File: src/rtl/router_fifo_if.sv
// Handshake bundle between the router datapath/destination and one output FIFO.
// master drives requests and data; slave is the FIFO itself.
interface router_fifo_if #(
  parameter int DEPTH  = 16,
  parameter int DATA_W = 8
);
  localparam int AW = $clog2(DEPTH);

  logic              write_enb;
  logic              lfd_state;
  logic [DATA_W-1:0] data_in;
  logic              read_enb;
  logic [DATA_W-1:0] data_out;
  logic              full;
  logic              empty;
  logic [AW:0]       fill;
  logic              pkt_active;
  logic              pkt_done;

  modport master (
    output write_enb, lfd_state, data_in, read_enb,
    input  data_out, full, empty, fill, pkt_active, pkt_done
  );

  modport slave (
    input  write_enb, lfd_state, data_in, read_enb,
    output data_out, full, empty, fill, pkt_active, pkt_done
  );
endinterface

File: src/rtl/router_fifo.sv
// Output-side packet FIFO of router 1x3: stores {hdr_flag, byte} entries,
// drains them under read_enb and tracks the remaining bytes of a packet.
module router_fifo #(
  parameter int DEPTH  = 16,
  parameter int DATA_W = 8
) (
  input  logic        clock,
  input  logic        resetn,
  input  logic        soft_reset,
  router_fifo_if.slave bus
);
  localparam int AW = $clog2(DEPTH);
  localparam logic [AW:0] PTR_ONE = 1;

  logic [DATA_W:0]   mem [DEPTH];
  logic [AW:0]       wr_ptr;
  logic [AW:0]       rd_ptr;
  logic [6:0]        pkt_cnt;
  logic [DATA_W-1:0] dout;
  logic              done;
  logic              full;
  logic              empty;
  logic              wr_fire;
  logic              rd_fire;
  logic [DATA_W:0]   rd_entry;

  assign empty    = (wr_ptr == rd_ptr);
  assign full     = (wr_ptr[AW] != rd_ptr[AW]) &&
                    (wr_ptr[AW-1:0] == rd_ptr[AW-1:0]);
  assign wr_fire  = bus.write_enb & ~full;
  assign rd_fire  = bus.read_enb & ~empty;
  assign rd_entry = mem[rd_ptr[AW-1:0]];

  // Storage is never cleared; only the pointers define what is valid.
  always_ff @(posedge clock) begin
    if (wr_fire && !soft_reset)
      mem[wr_ptr[AW-1:0]] <= {bus.lfd_state, bus.data_in};
  end

  always_ff @(posedge clock or negedge resetn) begin
    if (!resetn) begin
      wr_ptr  <= '0;
      rd_ptr  <= '0;
      pkt_cnt <= '0;
      dout    <= '0;
      done    <= 1'b0;
    end else if (soft_reset) begin
      wr_ptr  <= '0;
      rd_ptr  <= '0;
      pkt_cnt <= '0;
      dout    <= '0;
      done    <= 1'b0;
    end else begin
      done <= 1'b0;
      if (wr_fire)
        wr_ptr <= wr_ptr + PTR_ONE;
      if (rd_fire) begin
        rd_ptr <= rd_ptr + PTR_ONE;
        dout   <= rd_entry[DATA_W-1:0];
        // A header always reloads, even mid-packet.
        if (rd_entry[DATA_W]) begin
          pkt_cnt <= {1'b0, rd_entry[7:2]} + 7'd1;
        end else if (pkt_cnt != 7'd0) begin
          pkt_cnt <= pkt_cnt - 7'd1;
          done    <= (pkt_cnt == 7'd1);
        end
      end
    end
  end

  assign bus.data_out   = dout;
  assign bus.full       = full;
  assign bus.empty      = empty;
  assign bus.fill       = wr_ptr - rd_ptr;
  assign bus.pkt_active = (pkt_cnt != 7'd0);
  assign bus.pkt_done   = done;
endmodule

File: src/flat_wrapper.sv
// flat-port wrapper written by rule: the top's interface ports become plain ports
module router_fifo_flat 
#(
  parameter int DEPTH  = 16,
  parameter int DATA_W = 8
)
  (clock, resetn, soft_reset, bus_write_enb, bus_lfd_state, bus_data_in, bus_read_enb, bus_data_out, bus_full, bus_empty, bus_fill, bus_pkt_active, bus_pkt_done);
  router_fifo_if #(.DEPTH(DEPTH), .DATA_W(DATA_W)) bus_i ();
  input  logic clock;
  input  logic resetn;
  input  logic soft_reset;
  input wire logic [$bits(bus_i.write_enb)-1:0] bus_write_enb;
  input wire logic [$bits(bus_i.lfd_state)-1:0] bus_lfd_state;
  input wire logic [$bits(bus_i.data_in)-1:0] bus_data_in;
  input wire logic [$bits(bus_i.read_enb)-1:0] bus_read_enb;
  output wire logic [$bits(bus_i.data_out)-1:0] bus_data_out;
  output wire logic [$bits(bus_i.full)-1:0] bus_full;
  output wire logic [$bits(bus_i.empty)-1:0] bus_empty;
  output wire logic [$bits(bus_i.fill)-1:0] bus_fill;
  output wire logic [$bits(bus_i.pkt_active)-1:0] bus_pkt_active;
  output wire logic [$bits(bus_i.pkt_done)-1:0] bus_pkt_done;
  assign bus_i.write_enb = bus_write_enb;
  assign bus_i.lfd_state = bus_lfd_state;
  assign bus_i.data_in = bus_data_in;
  assign bus_i.read_enb = bus_read_enb;
  assign bus_data_out = bus_i.data_out;
  assign bus_full = bus_i.full;
  assign bus_empty = bus_i.empty;
  assign bus_fill = bus_i.fill;
  assign bus_pkt_active = bus_i.pkt_active;
  assign bus_pkt_done = bus_i.pkt_done;
  router_fifo #(.DEPTH(DEPTH), .DATA_W(DATA_W)) u_core (.clock(clock), .resetn(resetn), .soft_reset(soft_reset), .bus(bus_i));
endmodule
File: config.mk
export PLATFORM = sky130hd
export DESIGN_NAME = router_fifo_flat
export DESIGN_NICKNAME = d
export VERILOG_FILES = /design/src/rtl/router_fifo_if.sv /design/src/rtl/router_fifo.sv /design/src/flat_wrapper.sv
export SDC_FILE = /design/constraint.sdc
export NUM_CORES = 1
export LEC_CHECK = 0
export ABC_AREA = 1
export ABC_CLOCK_PERIOD_IN_PS = 6100
export BUFFER_PORTS_ARGS = -buffer_cell sky130_fd_sc_hd__buf_2
export CAP_MARGIN = 20
export CORE_ASPECT_RATIO = 2
export CORE_MARGIN = 2
export CORE_UTILIZATION = 40
export CTS_CLUSTER_SIZE = 28
export DETAILED_ROUTE_END_ITERATION = 10
export PLACE_DENSITY = 0.65
export SLEW_MARGIN = 20
export SYNTH_ARGS = -nofsm -noshare
export SYNTH_HDL_FRONTEND = slang
export SYNTH_SLANG_ARGS = --single-unit
export TNS_END_PERCENT = 100
File: constraint.sdc
create_clock -name clock -period 6.1 [get_ports clock]
set_input_delay 0.61 -clock clock [delete_from_list [all_inputs] [get_ports clock]]
set_output_delay 0.61 -clock clock [all_outputs]
set_load 0.03 [all_outputs]
==> reports/qor.yml <==
dieArea_um2: 20500
wl_met3_um: 571
wirelength_um: 19800
start_util_pct: 40.3
dp.cells: 1004
wl_met2_um: 11200
power_frac_clock_pct: 35.8
die_w_um: 102
rsz0062_at_grt: "false"
cp_max_fo: 46
p_leak_nw: 3.48
io_pins: 31
cpPeakStageDelay_ns: 0.69
synthMuxAreaShare_pct: 0
core_um2: 19200
crit_buf_inv: 2
portBuffers: 30
syn_area_um2: 7740
drt-wirelength-per-cell_um: 19.1
peakVddDrop_mv: 0.219
syn_area_per_cell_um2: 10.5
cts_hold_buffers: 0
switching_share_pct: 30.5
r2r-end: "u_core.mem[6][3]"
switchingPower_mw: 0.885
vias: 5169
setup-tns-final_ns: 0
cts_buffers: 17
finalHoldViolCount: 0
num_rows: 72
clk_path_buf_depth: 2
n_antenna_cell: 0
ys_warn_count: 0
worst_pin_slew_ns: 0.818
grt_usage_pct: 20.3
fillCellCount: 1779
crit_path_end_kind: "flip-flop"
ctsResizeCount: 0
via_per_inst: 4.99
path_depth: 8
drv_cap: 0
ys.flop_type: "edfxtp_1"
path_cells: "buf_4, inv_2, ha_1, nand4_2, o21ai_2, nor2_1, nand2_1, nor2_1"
cts-root-buf: "clkbuf_16"
final_nets: 791
critical_path.top_delay_family: "simple AND/OR/NAND/NOR gates"
syn_inst: 738
crit_arrival_ns: 3.58
drtPass1Iterations: 5
synth_top_family_by_area: "simple AND/OR/NAND/NOR gates"
grt_max_degree: 52
setup_violations: 0
max_freq_ghz: 0.286
internal-power_mw: 2.01
chipHeight_um: 201
clkLatencyLatePin_ns: 0.45
synth_compound_area_share_pct: 6.71
outcome: "completed"
fin_cells: 1036
ys_ff_latch: 170
grt_pass1_wl_um: 29400
cp_slowest_cell: "nor2_1"
regArea_um2: 4980
hpwl_um: 13900
remaining_drc_errors: 0
overflow: 0
period_needed_ns: 3.50
antenna_found_initial: 0
setup.worst_path.end: "u_core.mem[6][3]"
combPwrFrac_pct: 18.6
r2r_cells: 8
cts_htree_levels: 4
post-route-period-util_pct: 57.4
ant_nets: 0
wl_met1_um: 6910
p_per_area_nw_per_um2: 336
cts_tree: "yes"
synth-xor-area-share_pct: 0.792
r2r-start: "u_core.rd_ptr[1]"
path_clk_slew_ns: 0.07
rrSetupSlack_ns: 2.60
grt_pass1_vias: 5145
synth_adder_area_share_pct: 2.20
p_seq_share_pct: 45.6
cp.required_ns: 6.18
crit_path_start: "u_core.rd_ptr[1]"
synth-edff-count: 144
synth_nets: 765
hp-class: "primary input to async pin"
yosys.area_share.simple_pct: 19.4
cts.sink_count: 170
synth_cell_types: 41
slew_violations: 0
worstSetupPathType: "flip-flop to flip-flop"
post_cts_buffers: 0
dr.max_layer_used: "met4"
synth-seq-area-share_pct: 64.3
power_mw: 2.90
relSlewSlack_pct: 45.3
timing.critical_path.mode_cell: "nor2_1"
clock_skew_ns: 0.0103
async_flop_share_pct: 15.3
area_growth_pct: 11.4
multiInputGateArea_um2: 2260
start_kind: "flip-flop"
drt_iter0_drc: 384
final_layout_size_suffix_gt1_share_pct: 13.0
gp_congestion: 0.922
[Yosys cell counts (10+ instances only)]
master,count,area (um2)
nor3_1,10,50.1
buf_6,10,113
nand2_1,193,724
nor2_1,71,267
edfxtp_1,144,4320
o21ai_0,49,245
ha_1,12,150
dfrtp_1,26,651
inv_1,72,270
nand3_1,55,275
o21ai_1,12,60.1
[per-stage QoR]
step	instance area [um2]	setup WS, ns	util (%)	hold slack, ns
6_report	8620	2.60	44.9	0.163
5_1_grt	8620	2.39	44.9	0.210
4_1_cts	8610	2.57	44.9	0.185
3_5_place_dp	8040	2.59	41.9	0.488
3_3_place_gp	8040	2.62	41.9	0.485
2_1_floorplan	7740	3.23	-	0.314
[state kept, by name (all words and copies together) (netlist names)]
name / flops
u_core.mem: 144
u_core.wr_ptr: 5
u_core.bus.data_out: 8
u_core.bus.pkt_done: 1
u_core.rd_ptr: 5
u_core.pkt_cnt: 7
[final cells by class]
type | instances | area share (%)
Timing Repair Buffer | 36 | 2.27
Sequential cell | 170 | 57.8
Tap cell | 259 | 3.76
Inverter | 78 | 3.43
Clock buffer | 17 | 4.94
Multi-Input combinational cell | 461 | 26.2
Clock inverter | 15 | 1.66
[power by group through the flow]
stage,Combinational [mW],Clock (mW),Sequential (mW)
2_1_floorplan,0.404,0,1.35
3_3_place_gp,0.536,0,1.35
3_5_place_dp,0.537,0,1.35
4_1_cts,0.541,1.05,1.32
5_1_grt,0.596,1.10,1.33
6_report,0.538,1.04,1.32
[cells by family after synthesis]
| family | after synthesis |
|---|---|
| and+or+nand+nor | 351 |
| DFF | 170 |
| buffers and inverters | 107 |
| AOI/OAI and AO/OA | 90 |
| adders and majority gates | 13 |
| xor gates and xnor gates | 7 |
[cells in the final DEF, fill, tap and decap left out, drive strengths merged, types with 2 or more instances in the layout]
cell type / instances
o211ai: 3
a21oi: 11
or2: 2
xnor2: 2
edfxtp: 144
dfrtp: 26
ha: 12
buf: 36
nor3: 10
o21bai: 2
nor2: 78
clkbuf: 17
nand2: 199
o221ai: 3
nand3: 58
o22ai: 7
inv: 81
clkinvlp: 4
xor2: 5
clkinv: 7
o21ai: 64
[worst min-delay path by stage]
stage,end,slack [ns],cells past startpoint
global placement,u_core.wr_ptr[4],0.48,1
global route,u_core.wr_ptr[3],0.21,1
detailed placement,u_core.wr_ptr[4],0.49,1
floorplan,u_core.bus.data_out[0],0.31,0
CTS,u_core.wr_ptr[3],0.19,1
finish,u_core.wr_ptr[0],0.16,1
[layer usage]
| layer | track usage [%] | vias to the layer above |
|---|---|---|
| li1 | - | 2515 |
| met1 | 20.0 | 2472 |
| met3 | 3.13 | 53 |
| met2 | 37.9 | 129 |
| met5 | 0 | - |
| met4 | 12.4 | 0 |
Power figures use the tool's default switching activity.
